[src/rtl/vx_perf_ctr_bank_if.sv]
// ----------------------------------------------------------------------------
// vx_perf_ctr_bank_if
// Read port of the performance counter bank: one valid/ready request channel
// carrying a counter index and one valid/ready response channel carrying the
// shadow value, its sticky overflow flag and an address-range error flag.
//   master : request producer / response consumer (CSR/DCR side)
//   slave  : the counter bank
// ----------------------------------------------------------------------------
interface vx_perf_ctr_bank_if #(
   parameter int ADDRW    = 4,
   parameter int CTR_BITS = 44
);
   logic                rd_req_valid;
   logic [ADDRW-1:0]    rd_req_addr;
   logic                rd_req_ready;
   logic                rd_rsp_valid;
   logic [CTR_BITS-1:0] rd_rsp_data;
   logic                rd_rsp_ovf;
   logic                rd_rsp_err;
   logic                rd_rsp_ready;

   modport master (
      output rd_req_valid, rd_req_addr, rd_rsp_ready,
      input  rd_req_ready, rd_rsp_valid, rd_rsp_data, rd_rsp_ovf, rd_rsp_err
   );

   modport slave (
      input  rd_req_valid, rd_req_addr, rd_rsp_ready,
      output rd_req_ready, rd_rsp_valid, rd_rsp_data, rd_rsp_ovf, rd_rsp_err
   );
endinterface

[src/rtl/vx_perf_ctr_bank.sv]
// ----------------------------------------------------------------------------
// vx_perf_ctr_bank
// Bank of NUM_CTRS event counters. Each channel adds a per-cycle increment
// (wrap or saturate arithmetic) and keeps a sticky overflow flag. A snapshot
// pulse copies all live counters and flags into a shadow bank, which is read
// one entry at a time through a single-entry registered response port.
// Ports:
//   clk_i        clock, all state on rising edge
//   reset_i      asynchronous active-high reset
//   enable_i     global count enable
//   inc_i        per-channel increments, channel i at [i*INC_BITS +: INC_BITS]
//   clear_i      zero live counters and flags (increments of that cycle lost)
//   snapshot_i   copy live bank into shadow bank
//   snap_done_o  one-cycle pulse after a snapshot edge
//   ovf_any_o    OR of all live overflow flags
//   rd           shadow-bank read port (slave side)
// ----------------------------------------------------------------------------
module vx_perf_ctr_bank #(
   parameter int NUM_CTRS = 16,
   parameter int CTR_BITS = 44,
   parameter int INC_BITS = 4,
   parameter int SATURATE = 0,
   parameter int ADDRW    = (NUM_CTRS > 1) ? $clog2(NUM_CTRS) : 1
) (
   input  logic                         clk_i,
   input  logic                         reset_i,
   input  logic                         enable_i,
   input  logic [NUM_CTRS*INC_BITS-1:0] inc_i,
   input  logic                         clear_i,
   input  logic                         snapshot_i,
   output logic                         snap_done_o,
   output logic                         ovf_any_o,
   vx_perf_ctr_bank_if.slave            rd
);

   localparam logic [CTR_BITS-1:0] CTR_MAX = {CTR_BITS{1'b1}};

   logic [CTR_BITS-1:0] cnt_q [NUM_CTRS];
   logic [CTR_BITS-1:0] cnt_d [NUM_CTRS];
   logic [NUM_CTRS-1:0] ovf_q;
   logic [NUM_CTRS-1:0] ovf_d;
   logic [CTR_BITS-1:0] shadow_q [NUM_CTRS];
   logic [NUM_CTRS-1:0] shadow_ovf_q;
   logic                snap_done_q;
   logic                ovf_any_q;
   logic                rsp_valid_q;
   logic [CTR_BITS-1:0] rsp_data_q;
   logic                rsp_ovf_q;
   logic                rsp_err_q;
   logic [CTR_BITS:0]   sum_s [NUM_CTRS];
   logic                req_fire_s;
   logic                addr_ok_s;

   // Live-bank next state: one extra sum bit exposes the carry-out.
   always_comb begin
      for (int i = 0; i < NUM_CTRS; i++) begin
         sum_s[i] = {1'b0, cnt_q[i]} + (CTR_BITS+1)'(inc_i[i*INC_BITS +: INC_BITS]);
         cnt_d[i] = cnt_q[i];
         ovf_d[i] = ovf_q[i];
         if (clear_i) begin
            cnt_d[i] = {CTR_BITS{1'b0}};
            ovf_d[i] = 1'b0;
         end else if (enable_i) begin
            if (sum_s[i][CTR_BITS]) begin
               ovf_d[i] = 1'b1;
               cnt_d[i] = (SATURATE != 0) ? CTR_MAX : sum_s[i][CTR_BITS-1:0];
            end else begin
               cnt_d[i] = sum_s[i][CTR_BITS-1:0];
            end
         end else begin
            cnt_d[i] = cnt_q[i];
         end
      end
   end

   // A new request may enter when the output register is empty or draining.
   assign rd.rd_req_ready = !rsp_valid_q || rd.rd_rsp_ready;
   assign req_fire_s      = rd.rd_req_valid && rd.rd_req_ready;
   assign addr_ok_s       = (int'(rd.rd_req_addr) < NUM_CTRS);

   // Live counters and sticky flags; ovf_any registers the OR of the next
   // flags so it equals the OR of the flag registers every cycle.
   always_ff @(posedge clk_i or posedge reset_i) begin
      if (reset_i) begin
         for (int i = 0; i < NUM_CTRS; i++) begin
            cnt_q[i] <= {CTR_BITS{1'b0}};
         end
         ovf_q     <= {NUM_CTRS{1'b0}};
         ovf_any_q <= 1'b0;
      end else begin
         for (int i = 0; i < NUM_CTRS; i++) begin
            cnt_q[i] <= cnt_d[i];
         end
         ovf_q     <= ovf_d;
         ovf_any_q <= |ovf_d;
      end
   end

   // Shadow bank captures the pre-update live registers, so a snapshot in a
   // clear cycle yields the pre-clear values (atomic read-and-reset).
   always_ff @(posedge clk_i or posedge reset_i) begin
      if (reset_i) begin
         for (int i = 0; i < NUM_CTRS; i++) begin
            shadow_q[i] <= {CTR_BITS{1'b0}};
         end
         shadow_ovf_q <= {NUM_CTRS{1'b0}};
         snap_done_q  <= 1'b0;
      end else begin
         if (snapshot_i) begin
            for (int i = 0; i < NUM_CTRS; i++) begin
               shadow_q[i] <= cnt_q[i];
            end
            shadow_ovf_q <= ovf_q;
         end else begin
            shadow_ovf_q <= shadow_ovf_q;
         end
         snap_done_q <= snapshot_i;
      end
   end

   // Response register: loaded on acceptance from the current (pre-snapshot)
   // shadow, held while the consumer stalls, emptied when it drains.
   always_ff @(posedge clk_i or posedge reset_i) begin
      if (reset_i) begin
         rsp_valid_q <= 1'b0;
         rsp_data_q  <= {CTR_BITS{1'b0}};
         rsp_ovf_q   <= 1'b0;
         rsp_err_q   <= 1'b0;
      end else if (req_fire_s) begin
         rsp_valid_q <= 1'b1;
         if (addr_ok_s) begin
            rsp_data_q <= shadow_q[rd.rd_req_addr];
            rsp_ovf_q  <= shadow_ovf_q[rd.rd_req_addr];
            rsp_err_q  <= 1'b0;
         end else begin
            rsp_data_q <= {CTR_BITS{1'b0}};
            rsp_ovf_q  <= 1'b0;
            rsp_err_q  <= 1'b1;
         end
      end else if (rd.rd_rsp_ready) begin
         rsp_valid_q <= 1'b0;
      end else begin
         rsp_valid_q <= rsp_valid_q;
      end
   end

   assign rd.rd_rsp_valid = rsp_valid_q;
   assign rd.rd_rsp_data  = rsp_data_q;
   assign rd.rd_rsp_ovf   = rsp_ovf_q;
   assign rd.rd_rsp_err   = rsp_err_q;
   assign snap_done_o     = snap_done_q;
   assign ovf_any_o       = ovf_any_q;

endmodule
[src/flat_wrapper.sv]
// flat-port wrapper written by rule: the top's interface ports become plain ports
module vx_perf_ctr_bank_flat 
#(
   parameter int NUM_CTRS = 16,
   parameter int CTR_BITS = 44,
   parameter int INC_BITS = 4,
   parameter int SATURATE = 0,
   parameter int ADDRW    = (NUM_CTRS > 1) ? $clog2(NUM_CTRS) : 1
)
  (clk_i, reset_i, enable_i, inc_i, clear_i, snapshot_i, snap_done_o, ovf_any_o, rd_rd_req_valid, rd_rd_req_addr, rd_rd_rsp_ready, rd_rd_req_ready, rd_rd_rsp_valid, rd_rd_rsp_data, rd_rd_rsp_ovf, rd_rd_rsp_err);
  vx_perf_ctr_bank_if #(.ADDRW(ADDRW), .CTR_BITS(CTR_BITS)) rd_i ();
  input  logic clk_i;
  input  logic reset_i;
  input  logic enable_i;
  input  logic [NUM_CTRS*INC_BITS-1:0] inc_i;
  input  logic clear_i;
  input  logic snapshot_i;
  output logic snap_done_o;
  output logic ovf_any_o;
  input wire logic [$bits(rd_i.rd_req_valid)-1:0] rd_rd_req_valid;
  input wire logic [$bits(rd_i.rd_req_addr)-1:0] rd_rd_req_addr;
  input wire logic [$bits(rd_i.rd_rsp_ready)-1:0] rd_rd_rsp_ready;
  output wire logic [$bits(rd_i.rd_req_ready)-1:0] rd_rd_req_ready;
  output wire logic [$bits(rd_i.rd_rsp_valid)-1:0] rd_rd_rsp_valid;
  output wire logic [$bits(rd_i.rd_rsp_data)-1:0] rd_rd_rsp_data;
  output wire logic [$bits(rd_i.rd_rsp_ovf)-1:0] rd_rd_rsp_ovf;
  output wire logic [$bits(rd_i.rd_rsp_err)-1:0] rd_rd_rsp_err;
  assign rd_i.rd_req_valid = rd_rd_req_valid;
  assign rd_i.rd_req_addr = rd_rd_req_addr;
  assign rd_i.rd_rsp_ready = rd_rd_rsp_ready;
  assign rd_rd_req_ready = rd_i.rd_req_ready;
  assign rd_rd_rsp_valid = rd_i.rd_rsp_valid;
  assign rd_rd_rsp_data = rd_i.rd_rsp_data;
  assign rd_rd_rsp_ovf = rd_i.rd_rsp_ovf;
  assign rd_rd_rsp_err = rd_i.rd_rsp_err;
  vx_perf_ctr_bank #(.NUM_CTRS(NUM_CTRS), .CTR_BITS(CTR_BITS), .INC_BITS(INC_BITS), .SATURATE(SATURATE), .ADDRW(ADDRW)) u_core (.clk_i(clk_i), .reset_i(reset_i), .enable_i(enable_i), .inc_i(inc_i), .clear_i(clear_i), .snapshot_i(snapshot_i), .snap_done_o(snap_done_o), .ovf_any_o(ovf_any_o), .rd(rd_i));
endmodule
[config.mk]
export PLATFORM = sky130hd
export DESIGN_NAME = vx_perf_ctr_bank_flat
export DESIGN_NICKNAME = d
export VERILOG_FILES = /design/src/rtl/vx_perf_ctr_bank_if.sv /design/src/rtl/vx_perf_ctr_bank.sv /design/src/flat_wrapper.sv
export SDC_FILE = /design/constraint.sdc
export NUM_CORES = 2
export LEC_CHECK = 0
export ABC_AREA = 1
export CAP_MARGIN = 20
export CORE_MARGIN = 10
export CORE_UTILIZATION = 60
export CTS_BUF_LIST = sky130_fd_sc_hd__clkbuf_4 sky130_fd_sc_hd__clkbuf_8 sky130_fd_sc_hd__clkbuf_16
export DETAILED_ROUTE_END_ITERATION = 16
export DONT_BUFFER_PORTS = 1
export GPL_ROUTABILITY_DRIVEN = 0
export PLACE_DENSITY = 0.76
export SYNTH_ARGS = -nofsm -noshare
export SYNTH_HDL_FRONTEND = slang
export SYNTH_SLANG_ARGS = --single-unit
[constraint.sdc]
create_clock -name clk_i -period 60.5 [get_ports clk_i]
set_input_delay 9.075 -clock clk_i [delete_from_list [all_inputs] [get_ports clk_i]]
set_output_delay 9.075 -clock clk_i [all_outputs]
set_load 0.05 [all_outputs]
# Word-level counts from Yosys, hierarchy flattened
# Index checks and enable logic that the tools add are counted.
[totals]
reg_bits = 1488
output_inout_bits = 50
elab_cells = 151
[classes]
addsub = 16
order_cmp = 2
muxes = 87
bitwise_logic = 1
n_reduce_logical = 6
[ops]
columns = ["operator", "n"]
rows = [
  ["2-to-1 mux 44 bit", 34],
  ["adder 44 x 4 -> 45 bit", 16],
  ["binary-select mux 44 bit (select 4 bit)", 1],
  ["2-to-1 mux 1 bit", 51],
  ["OR reduction 16 bit", 1],
  ["greater-or-equal comparator 5 bit, second input constant", 1],
  ["less-than comparator 4 x 5 -> 1 bit, second input constant", 1],
  ["inverter 4 -> 5 bit", 1],
  ["binary-select mux 1 bit (select 4 bit)", 1],
  ["nonzero test 2 bit", 2],
  ["logical AND 1 bit", 1],
  ["logical NOT 1 bit", 1],
  ["logical OR 1 bit", 1],
]

# Depth between registers and ports, before layout
[depth]
word_depth = 5
depth_mapped = 16

# Worst setup path after synthesis
# No wires, ideal clock.
[synth_path]
path_type = "input port to output port"
startpoint = "in rd_rd_rsp_ready"
endpoint = "out rd_rd_req_ready"
arrival_time_ns = 9.838
slack_ns = 41.587
path_stages = 3
path_buffers = 1
cell_sequence = "inv_1 nand2_1 clkbuf_1"
[synth_between]
elab_chain_len = 1
[synth_rtl]
columns = ["element", "line_no", "text"]
rows = [
  ["start, declared", "flat_wrapper.sv:22", "input wire logic [$bits(rd_i.rd_rsp_ready)-1:0] rd_rd_rsp_ready;"],
  ["logical OR 1 bit", "vx_perf_ctr_bank.sv:77", "assign rd.rd_req_ready = !rsp_valid_q || rd.rd_rsp_ready;"],
  ["end, declared", "flat_wrapper.sv:23", "output wire logic [$bits(rd_i.rd_req_ready)-1:0] rd_rd_req_ready;"],
]
# No other way between the ends.

# Final worst setup path
# Same ends and word-level chain as after synthesis.

==> impl_metrics.py <==
metrics = {
    "floorplanning": {
        "placement_rows": 131,
        "die_h_um": 379,
        "die-width_um": 379,
        "ioPinCount": 125,
        "floorplan.die_area_um2": 143000,
        "initial_utilization": 0.605,
        "fp.coreArea_um2": 128000,
    },
    "timing": {
        "finalCritPeriodShare": 0.309,
        "clock_skew_ns": 0.0222,
        "max_freq_ghz": 0.0535,
        "finalCriticalPeriod_ns": 18.70,
        "final_hold_viol_count": 0,
        "timing.max_slew.rel_slack": -0.146,
        "finalSetupViolations": 0,
        "slew_violations": 397,
        "timing.hold.ws_ns": 0.477,
        "worst_slack_ns": 41.80,
        "tns_ns": 0,
        "rsz0062_at_grt": "false",
        "worst_slew_pin_slew_ns": 1.72,
    },
    "cts": {
        "post-cts-setup-buffer-count": 0,
        "cts.reportedPaths.clkPinSlew_ns": 0.06,
        "clk_latency_ns": 0.81,
        "cts_root_buffer": "clkbuf_16",
        "clock-sinks": 1488,
        "total_of_hold_buffers_inserted_after_clock_tree_synthesis": 0,
        "ctsResizeCount": 0,
        "cts_buf_count": 158,
        "max_h_tree_level": 4,
        "clock_tree_from_tritoncts": "built",
        "clock_path_buffers": 3,
    },
    "grt": {
        "pin_count_of_the_biggest_net_entering_global_routing": 1316,
        "first_pass_grt_wire_length_um": 385000,
        "grtUsageTotal": 0.346,
        "grt_pass1_vias": 66500,
        "grt_remaining_overflow": 0,
        "grt_antenna_before_repair": 10,
    },
    "setup_path": {
        "worst_ep_arrival_time_ns": 9.63,
        "ff2ff_path_depth": 14,
        "critPathCaptureType": "output port",
        "cp_data_required_time_ns": 51.43,
        "path_max_fanout": 32,
        "worst_setup_path_start_kind": "input port",
        "path_class": "in2out",
        "worstSetupStartpoint": "rd_rd_rsp_ready",
        "critical_path.reg2reg.startpoint": "u_core.cnt_q[44]",
    },
    "worst_hold_path": {
        "hp-start": "u_core.cnt_q[688]",
        "min_path_cells": 1,
        "hold_class": "reg2reg",
    },
    "final_layout": {
        "post-route-cell-area_um2": 83300,
        "fillCellCount": 10700,
        "finalNonFillerCells": 11500,
        "most_common_cell_after_layout_fill_and_taps_aside": "nor2_1",
        "finish.net_count": 9824,
        "layout_common_cells": "nor2_1 (1745), dfrtp_1 (1488), nand2_1 (1434), a21oi_1 (1122), inv_1 (1047)",
        "fraction_of_layout_instances_using_a_drive_strength_above_1": 0.0586,
        "finalCoreUtilization": 0.653,
        "area_added_between_synthesis_and_finish_pct": 7.96,
    },
    "place": {
        "numPortBuffers": 0,
        "dp_hpwl_um": 174000,
        "postPlaceCellArea_um2": 77800,
        "number_of_placed_cells_counting_well_taps": 11200,
        "place_worst_setup_slack_ns": 41.81,
    },
    "routing": {
        "wirelength_um": 253000,
        "route.detailed.drc": 0,
        "vias": 71700,
        "drt-initial-drc-count": 9879,
        "avgRoutedWirePerCell_um": 22.1,
        "detail_route.vias_per_cell": 6.26,
        "antenna_violating_nets_post_route": 0,
        "first_pass_iteration_count_of_the_detailed_router": 9,
    },
    "synthesis": {
        "synth.yosys.warnings": 0,
        "synth_seq_cells": 1488,
        "cell_variety_after_synth": 63,
        "postSynthNetCount": 10000,
        "synthCells": 9889,
        "ys_dominant_reg_cell": "dfrtp_1",
        "syn_area_per_cell_um2": 7.81,
        "synth_sequential_area_ratio": 0.482,
        "synth-edff-count": 0,
        "synthArstFlopShare": 1.00,
        "netlist_area_um2": 77200,
    },
    "power": {
        "ir_worst_vdd_mv": 0.0342,
        "post-layout-total-power_mw": 2.30,
        "power_per_cell_area_nw_per_um2": 27.6,
        "cellLeakagePower_nw": 35.4,
    },
    "status": {
        "status": "finished, violations left",
        "violations_in_the_final_reports": "max-slew violations",
    },
    "run": {
        "max_cap_viols": 0,
    },
}
final cells by class:
| type | instances | area (um2) | area share |
|---|---|---|---|
| Sequential cell | 1488 | 37200 | 0.447 |
| Multi-Input combinational cell | 6925 | 34100 | 0.410 |
| Clock buffer | 221 | 4670 | 0.0561 |
| Inverter | 1054 | 3990 | 0.0479 |
| Tap cell | 1662 | 2080 | 0.0250 |
| Clock inverter | 61 | 763 | 0.00916 |
| Timing Repair Buffer | 42 | 453 | 0.00544 |
| Antenna cell | 1 | 2.50 | 0.0000300 |
routing by layer:
| layer | wire (um) | track usage | share of wire |
|---|---|---|---|
| met2 | 105000 | 0.486 | 0.41 |
| met4 | 14400 | 0.177 | 0.057 |
| met3 | 34500 | 0.114 | 0.14 |
| met1 | 99300 | 0.475 | 0.39 |
| met5 | 54 | 0 | 0.00021 |
cells in the mapped netlist, types with 4 or more instances:
library cell	count	area, um2
nor2_1	1745	6550
dfrtp_1	1488	37200
nand2_1	1437	5390
a21oi_1	1122	5620
inv_1	1049	3940
o21ai_0	858	4290
nand3_1	382	1910
nor3_1	334	1670
clkbuf_1	240	901
nand4_1	204	1280
mux2_2	141	1590
buf_2	121	606
o221ai_1	111	972
o21a_1	80	601
ha_1	64	801
a31oi_1	59	369
o22ai_1	59	369
nor4_1	51	319
nor2_2	37	231
buf_1	33	124
nor3_2	25	250
xor2_1	25	219
o211ai_1	20	150
buf_4	19	143
and3_1	18	113
nand3b_1	17	128
fa_1	16	320
a211oi_1	14	105
nor3b_1	14	105
xnor2_1	11	96.3
o21ai_1	9	45.0
or2_2	9	56.3
buf_6	8	90.1
nand2_2	6	37.5
o21bai_1	6	45.0
or2_1	5	31.3
a21boi_0	4	30.0
nor4b_1	4	35.0
worst paths after layout:
path / end / slack [ns]
worst min register to register: u_core.cnt_q[688] / 0.48
worst min-delay path: u_core.cnt_q[688] / 0.48
min in group asynchronous: u_core.cnt_q[265] / 8.29
worst max-delay path: rd_rd_req_ready / 41.80
worst max register to register: u_core.ovf_any_o / 57.33
max in group asynchronous: u_core.shadow_q[574] / 48.06
critical path, stage by stage:
cell     delay [ns]
inv_1          0.03
nand2_2        0.04
buf_4          0.48
where the power goes:
group | total [mW] | switching (mW) | internal (mW) | leakage (nW)
sequential | 1.09 | 0.0599 | 1.03 | 19.8
clock | 1.02 | 0.425 | 0.596 | 2.71
combinational | 0.187 | 0.135 | 0.0524 | 12.9
total | 2.30 | 0.619 | 1.68 | 35.4
logic make-up (layout without fill, tap and decap cells):
logic type      Yosys count  count (layout)  synth area share
simple gates           4309            4309             0.238
other cells               1               2         0.0000486
xor+xnor                 36              36           0.00408
compound gates         2358            2358             0.165
fa+ha+maj                80              80            0.0145
buf+inv                1476            1378            0.0755
flops                  1488            1488             0.482
mux                     141             141            0.0206
flip-flops by register name, indices dropped and copies added, names as in the netlist:
signal                  count
u_core.cnt_q              704
u_core.shadow_ovf_q        16
u_core.snap_done_o          1
u_core.rd.rd_rsp_ovf        1
u_core.rd.rd_rsp_valid      1
u_core.ovf_q               16
u_core.shadow_q           704
u_core.ovf_any_o            1
u_core.rd.rd_rsp_data      44
Power figures use the tool's default switching activity.
